===== src/rtl/div_ctrl_pkg.sv =====
// Shared types and constants for the DIV/DIVU sequencer.
// Holds the state encodings, default width and end-to-end latency.
package div_ctrl_pkg;

   localparam int DIV_W       = 32;
   localparam int DIV_LATENCY = DIV_W + 3;

   typedef enum logic [2:0] {
      DIV_IDLE = 3'd0,
      DIV_PREP = 3'd1,
      DIV_ITER = 3'd2,
      DIV_FIX  = 3'd3,
      DIV_DONE = 3'd4
   } div_state_t;

endpackage


===== src/rtl/div_ctrl_if.sv =====
// EX-stage <-> divider bundle: start/sign/operands/cancel in,
// stall/busy/result pulse and HI/LO out. master = EX, slave = divider.
interface div_ctrl_if
   import div_ctrl_pkg::*;
#(
   parameter int WIDTH = DIV_W
);

   logic             start_i;
   logic             signed_i;
   logic [WIDTH-1:0] opa_i;
   logic [WIDTH-1:0] opb_i;
   logic             cancel_i;
   logic             stall_o;
   logic             busy_o;
   logic             result_valid_o;
   logic [WIDTH-1:0] hi_o;
   logic [WIDTH-1:0] lo_o;

   modport master (
      output start_i, signed_i, opa_i, opb_i, cancel_i,
      input  stall_o, busy_o, result_valid_o, hi_o, lo_o
   );

   modport slave (
      input  start_i, signed_i, opa_i, opb_i, cancel_i,
      output stall_o, busy_o, result_valid_o, hi_o, lo_o
   );

endinterface


===== src/rtl/div_ctrl_step.sv =====
// One combinational restoring-divide iteration.
// In: rem (WIDTH+1), quo (dividend bits shifting out), dvs. Out: rem', quo'.
module div_ctrl_step #(
   parameter int WIDTH = 32
) (
   input  logic [WIDTH:0]   rem_i,
   input  logic [WIDTH-1:0] quo_i,
   input  logic [WIDTH-1:0] dvs_i,
   output logic [WIDTH:0]   rem_o,
   output logic [WIDTH-1:0] quo_o
);

   logic [WIDTH:0]   sh;
   logic [WIDTH+1:0] diff;
   logic             borrow;

   assign sh     = {rem_i[WIDTH-1:0], quo_i[WIDTH-1]};
   assign diff   = {1'b0, sh} - {2'b00, dvs_i};
   // a set top remainder bit means the shifted value exceeds any divisor
   assign borrow = diff[WIDTH+1] & ~rem_i[WIDTH];
   assign rem_o  = borrow ? sh : diff[WIDTH:0];
   assign quo_o  = {quo_i[WIDTH-2:0], ~borrow};

endmodule


===== src/rtl/div_ctrl.sv =====
// Multi-cycle DIV/DIVU sequencer: stalls EX, runs WIDTH restoring steps,
// pulses result_valid_o with HI/LO. Ports: clk, rst, bus (div_ctrl_if.slave).
// Optional DIV_ZERO_FAST_EN: divisor 0 finishes in one cycle.
module div_ctrl
   import div_ctrl_pkg::*;
#(
   parameter int WIDTH = DIV_W
) (
   input  logic       clk,
   input  logic       rst,
   div_ctrl_if.slave  bus
);

   localparam int CW = $clog2(WIDTH);

   div_state_t       state, state_n;
   logic [WIDTH-1:0] a_r, b_r, quo, dvs, quo_n;
   logic [WIDTH-1:0] hi_r, lo_r, hi_fix, lo_fix;
   logic [WIDTH:0]   rem, rem_n;
   logic [CW-1:0]    cnt;
   logic             sgn_r, sign_q, sign_r;
   logic             go, zero_div, last, stall;

   assign go   = bus.start_i & ~bus.cancel_i;
   assign last = (cnt == CW'(WIDTH - 1));

`ifdef DIV_ZERO_FAST_EN
   assign zero_div = (bus.opb_i == '0);
`else
   assign zero_div = 1'b0;
`endif

   always_ff @(posedge clk) begin
      if (rst) state <= DIV_IDLE;
      else     state <= state_n;
   end

   always_comb begin
      state_n = state;
      stall   = 1'b0;
      unique case (state)
         DIV_IDLE: begin
            stall = go;
            if (go) state_n = zero_div ? DIV_DONE : DIV_PREP;
         end
         DIV_PREP: begin
            stall   = 1'b1;
            state_n = DIV_ITER;
         end
         DIV_ITER: begin
            stall = 1'b1;
            if (last) state_n = DIV_FIX;
         end
         DIV_FIX: begin
            stall   = 1'b1;
            state_n = DIV_DONE;
         end
         DIV_DONE: state_n = DIV_IDLE;
         default:  state_n = DIV_IDLE;
      endcase
      if (bus.cancel_i) state_n = DIV_IDLE;
   end

   div_ctrl_step #(.WIDTH(WIDTH)) u_step (
      .rem_i (rem),
      .quo_i (quo),
      .dvs_i (dvs),
      .rem_o (rem_n),
      .quo_o (quo_n)
   );

   assign lo_fix = sign_q ? -quo : quo;
   assign hi_fix = sign_r ? -rem[WIDTH-1:0] : rem[WIDTH-1:0];

   always_ff @(posedge clk) begin
      if (rst) begin
         a_r    <= '0;
         b_r    <= '0;
         sgn_r  <= 1'b0;
         quo    <= '0;
         dvs    <= '0;
         rem    <= '0;
         cnt    <= '0;
         sign_q <= 1'b0;
         sign_r <= 1'b0;
         hi_r   <= '0;
         lo_r   <= '0;
      end else begin
         case (state)
            DIV_IDLE: if (go) begin
               a_r   <= bus.opa_i;
               b_r   <= bus.opb_i;
               sgn_r <= bus.signed_i;
               if (zero_div) begin
                  hi_r <= bus.opa_i;
                  lo_r <= '1;
               end
            end
            DIV_PREP: begin
               quo    <= (sgn_r & a_r[WIDTH-1]) ? -a_r : a_r;
               dvs    <= (sgn_r & b_r[WIDTH-1]) ? -b_r : b_r;
               rem    <= '0;
               cnt    <= '0;
               sign_q <= sgn_r & (a_r[WIDTH-1] ^ b_r[WIDTH-1]);
               sign_r <= sgn_r & a_r[WIDTH-1];
            end
            DIV_ITER: begin
               rem <= rem_n;
               quo <= quo_n;
               cnt <= cnt + 1'b1;
            end
            DIV_FIX: if (!bus.cancel_i) begin
               hi_r <= hi_fix;
               lo_r <= lo_fix;
            end
            default: ;
         endcase
      end
   end

   assign bus.stall_o        = stall;
   assign bus.busy_o         = (state != DIV_IDLE);
   assign bus.result_valid_o = (state == DIV_DONE);
   assign bus.hi_o           = hi_r;
   assign bus.lo_o           = lo_r;

endmodule


===== src/flat_wrapper.sv =====
// flat-port wrapper written by rule: the top's interface ports become plain ports
module div_ctrl_flat import div_ctrl_pkg::*;
#(
   parameter int WIDTH = DIV_W
)
  (clk, rst, bus_start_i, bus_signed_i, bus_opa_i, bus_opb_i, bus_cancel_i, bus_stall_o, bus_busy_o, bus_result_valid_o, bus_hi_o, bus_lo_o);
  div_ctrl_if #(.WIDTH(WIDTH)) bus_i ();
  input  logic clk;
  input  logic rst;
  input wire logic [$bits(bus_i.start_i)-1:0] bus_start_i;
  input wire logic [$bits(bus_i.signed_i)-1:0] bus_signed_i;
  input wire logic [$bits(bus_i.opa_i)-1:0] bus_opa_i;
  input wire logic [$bits(bus_i.opb_i)-1:0] bus_opb_i;
  input wire logic [$bits(bus_i.cancel_i)-1:0] bus_cancel_i;
  output wire logic [$bits(bus_i.stall_o)-1:0] bus_stall_o;
  output wire logic [$bits(bus_i.busy_o)-1:0] bus_busy_o;
  output wire logic [$bits(bus_i.result_valid_o)-1:0] bus_result_valid_o;
  output wire logic [$bits(bus_i.hi_o)-1:0] bus_hi_o;
  output wire logic [$bits(bus_i.lo_o)-1:0] bus_lo_o;
  assign bus_i.start_i = bus_start_i;
  assign bus_i.signed_i = bus_signed_i;
  assign bus_i.opa_i = bus_opa_i;
  assign bus_i.opb_i = bus_opb_i;
  assign bus_i.cancel_i = bus_cancel_i;
  assign bus_stall_o = bus_i.stall_o;
  assign bus_busy_o = bus_i.busy_o;
  assign bus_result_valid_o = bus_i.result_valid_o;
  assign bus_hi_o = bus_i.hi_o;
  assign bus_lo_o = bus_i.lo_o;
  div_ctrl #(.WIDTH(WIDTH)) u_core (.clk(clk), .rst(rst), .bus(bus_i));
endmodule

===== config.mk =====
export PLATFORM = sky130hd
export DESIGN_NAME = div_ctrl_flat
export DESIGN_NICKNAME = d
export VERILOG_FILES = /design/src/rtl/div_ctrl_pkg.sv /design/src/rtl/div_ctrl_if.sv /design/src/rtl/div_ctrl_step.sv /design/src/rtl/div_ctrl.sv /design/src/flat_wrapper.sv
export SDC_FILE = /design/constraint.sdc
export NUM_CORES = 1
export LEC_CHECK = 0
export BUFFER_PORTS_ARGS = -buffer_cell sky130_fd_sc_hd__buf_2
export CAP_MARGIN = 20
export CORE_MARGIN = 2
export CORE_UTILIZATION = 59
export DETAILED_ROUTE_END_ITERATION = 8
export HOLD_SLACK_MARGIN = 0.03
export PLACE_DENSITY = 0.92
export SLEW_MARGIN = 40
export SYNTH_ARGS = -nofsm -noshare
export SYNTH_HDL_FRONTEND = slang
export SYNTH_SLANG_ARGS = --single-unit
export TNS_END_PERCENT = 30

===== constraint.sdc =====
create_clock -name clk -period 4.38 [get_ports clk]
set_clock_uncertainty 0.15 [all_clocks]
set_input_delay 0.876 -clock clk [delete_from_list [all_inputs] [get_ports clk]]
set_output_delay 0.876 -clock clk [all_outputs]
set_load 0.05 [all_outputs]

==> qor.txt <==
pre-CTS setup slack = 0.901 ns
fill cell count = 1687
DR WL/cell = 15.9 um
Die Ht = 150 um
Worst-Skew Late Latency = 0.53 ns
critical path launch point type = flop
clk sinks = 236
max-cap violations = 0
Net Count, Synth = 1736
DRC Markers = 0
Synth Cell Area = 0.0127 mm2
initial antenna violation count = 1
min-delay src = u_core.bus.lo_o[30]
max frequency = 0.284 GHz
synth unique cells = 64
number of synthesized flops with an enable pin = 0
gpl congestion = 0.920
PortBufs = 135
largest net degree at the start of global routing = 120
crit path max fanout = 52
Max VDD drop = 0.289 mV
worst r2r dst = u_core.rem[13]
GRT Total Usage = 27.1%
post-cts sizing count = 0
CP endpoint kind = flop
reg2reg path depth = 10
CTS HTree Levels = 1
Post CTS Setup Buffer Count = 0
Hold Crit Class = flop to flop
pwr dens = 360 mW/mm2
fraction of registers with async set/reset = 0%
worst path required time = 4.62 ns
cell count after synthesis = 1628
leading area contributor after synthesis = dfxtp_1
routed via count = 11800
Synth Warn # = 0
post-synthesis average cell area = 7.77 um2
global-route wire length before repair = 51.1 mm
NetSw = 1.37 mW
post-detail-place hpwl = 22.3 mm
vias in the first global route = 10600
DRT antenna net count = 0
First DRT Iteration DRCs = 1004
Main synth FF type = dfxtp_1
TritonCTS clock tree = built
#FFs+latches synth = 236
Clock transition at path regs = 0.06 ns
Die Wd = 150 um
post-route setup slack = 0.854 ns
layout cells sized above 1 = 12.1%
critical path class = flop to flop
power share of the sequential group = 43.9%
Max Slew Vio Count = 0
Cell Count, Final, Fillers Out = 1991
final setup vio count = 0
Internal Power = 3.76 mW
area growth from synthesis to layout = 12.9%
Final nets = 1806
drt first pass iters = 7
Lkg Pwr = 5.62 nW
# IOs = 136
crit path DAT = 3.76 ns
period utilization = 80.5%
sequential element share of the synthesized area = 37.3%
Least-Margin Pin Slew = 0.796 ns
Core Footprint = 0.0210 mm2
global-route congestion overflow total = 0
Post-CTS Hold Buffers = 0
Root Buffer = clkbuf_16
Post-Place Cells = 1947
Sw Ratio = 26.7%
final WL = 31.6 mm
most frequent cells after synthesis = nand2_1 (274), dfxtp_1 (236), a21oi_1 (188)
Worst Hold Path EP = u_core.bus.lo_o[30]
Synth area leaders = dfxtp_1 (37%), nand2_1 (8.1%), a21oi_1 (7.4%)
Comb pwr share = 14.3%
Slew headroom = 46.5%
fin util = 68.0%
leading cell type by number of instances after synthesis = nand2_1
Initial Util = 60.2%
Crit Reg-Reg Startpoint = u_core.rem[14]
num rows = 53
detailed-route vias per instance = 5.90
Fin. Hold Viols = 0
Synth top area share = 37.3%
buffer depth of the longest clock path = 3
r2r setup slk = 0.85 ns
outcome = complete, no violations
total negative setup slack = 0 ns
Num CTS Buffers = 24
Total Power = 5.14 mW
hold depth = 2
Clock power frac = 41.8%
post-route minimum period = 3.53 ns
RSZ-0062 raised after global routing = false
Die Area = 0.0226 mm2
per-layer routing:
layer	share of wire (%)	up-vias	track usage [%]
li1	-	5877	-
met1	47	5383	40.3
met2	43	442	40.3
met3	8.8	50	5.39
met4	1.6	0	6.42
met5	0	-	0
metrics by stage:
stage	hold slack, ns	instance area (um2)
after detailed placement	0.291	13400
after global placement	0.288	13400
after floorplan	0.282	12700
final	0.296	14300
after CTS	0.298	14300
after global routing	0.326	14300
registers in the layout, indices dropped and copies added (netlist names), 3 cells and up:
register,count
u_core.dvs,32
u_core.b_r,32
u_core.cnt,5
u_core.bus.lo_o,32
u_core.bus.hi_o,32
u_core.a_r,32
u_core.rem,33
u_core.state,3
u_core.quo,32
worst max path at each step:
stage                                end  cells past startpoint  slack (ns)           start
final                     u_core.rem[13]                     10        0.85  u_core.rem[14]
after global routing       u_core.rem[9]                     11        0.54  u_core.rem[14]
after CTS                  u_core.quo[0]                     11        0.87  u_core.rem[14]
after detailed placement   u_core.quo[0]                     11        0.90  u_core.rem[14]
after global placement     u_core.quo[0]                     11        0.97  u_core.rem[14]
after floorplan           u_core.rem[24]                     12        1.30  u_core.rem[14]
cells in the final DEF, fill, tap and decap left out, types with 14 or more instances in the layout:
master	Yosys	routed
mux2i_1	14	14
nand2_1	274	274
buf_2	7	134
xnor2_1	47	47
clkbuf_16	0	24
nor2_1	156	154
a21oi_1	188	188
xor2_1	89	89
ha_1	38	38
o21ai_0	80	80
dfxtp_1	236	234
nor4_1	16	16
a211oi_1	86	86
a22oi_1	31	31
nor3_1	23	22
o31ai_1	20	19
o41ai_1	16	16
inv_1	49	49
cells by family (layout without fill, tap and decap cells):
logic type                 count (synthesis)  in the layout  share of synthesized area, %
AOI/OAI and AO/OA                        489            489                          24.2
xor gates and xnor gates                 136            136                          9.42
adders and majority gates                 39             39                          3.92
buffers and inverters                    150            237                          4.52
DFF                                      236            236                          37.3
muxes                                     14             14                          1.11
other                                      0              1                             0
and+or+nand+nor                          564            564                          19.5
layout make-up:
| class | instances | area, um2 | share of cell area [%] |
|---|---|---|---|
| clock buffers | 34 | 698 | 4.89 |
| repair buffers | 145 | 782 | 5.47 |
| diodes | 1 | 2.50 | 0.0175 |
| inverters | 49 | 184 | 1.29 |
| well taps | 275 | 344 | 2.41 |
| flip-flops and latches | 236 | 4730 | 33.1 |
| clock inverters | 9 | 139 | 0.972 |
| multi-input cells | 1242 | 7410 | 51.9 |
worst max-delay path, stage by stage (launching register included):
cell      delay, ns
dfxtp_1        0.53
ha_1           0.38
a21oi_1        0.23
nand2_1        0.08
a221o_1        0.35
a211oi_1       0.40
a21boi_1       0.22
o31ai_4        0.45
buf_12         0.29
mux2i_1        0.22
o21ai_0        0.08
power by group through the flow:
| stage | Combinational, mW | Clock (mW) | Sequential [mW] |
|---|---|---|---|
| 2_1_floorplan | 0.543 | 0 | 2.29 |
| 3_3_place_gp | 0.700 | 0 | 2.29 |
| 3_5_place_dp | 0.715 | 0 | 2.30 |
| 4_1_cts | 0.722 | 2.16 | 2.25 |
| 5_1_grt | 0.810 | 2.26 | 2.26 |
| 6_report | 0.736 | 2.15 | 2.25 |
No activity file was read; power rests on OpenSTA's default activity.
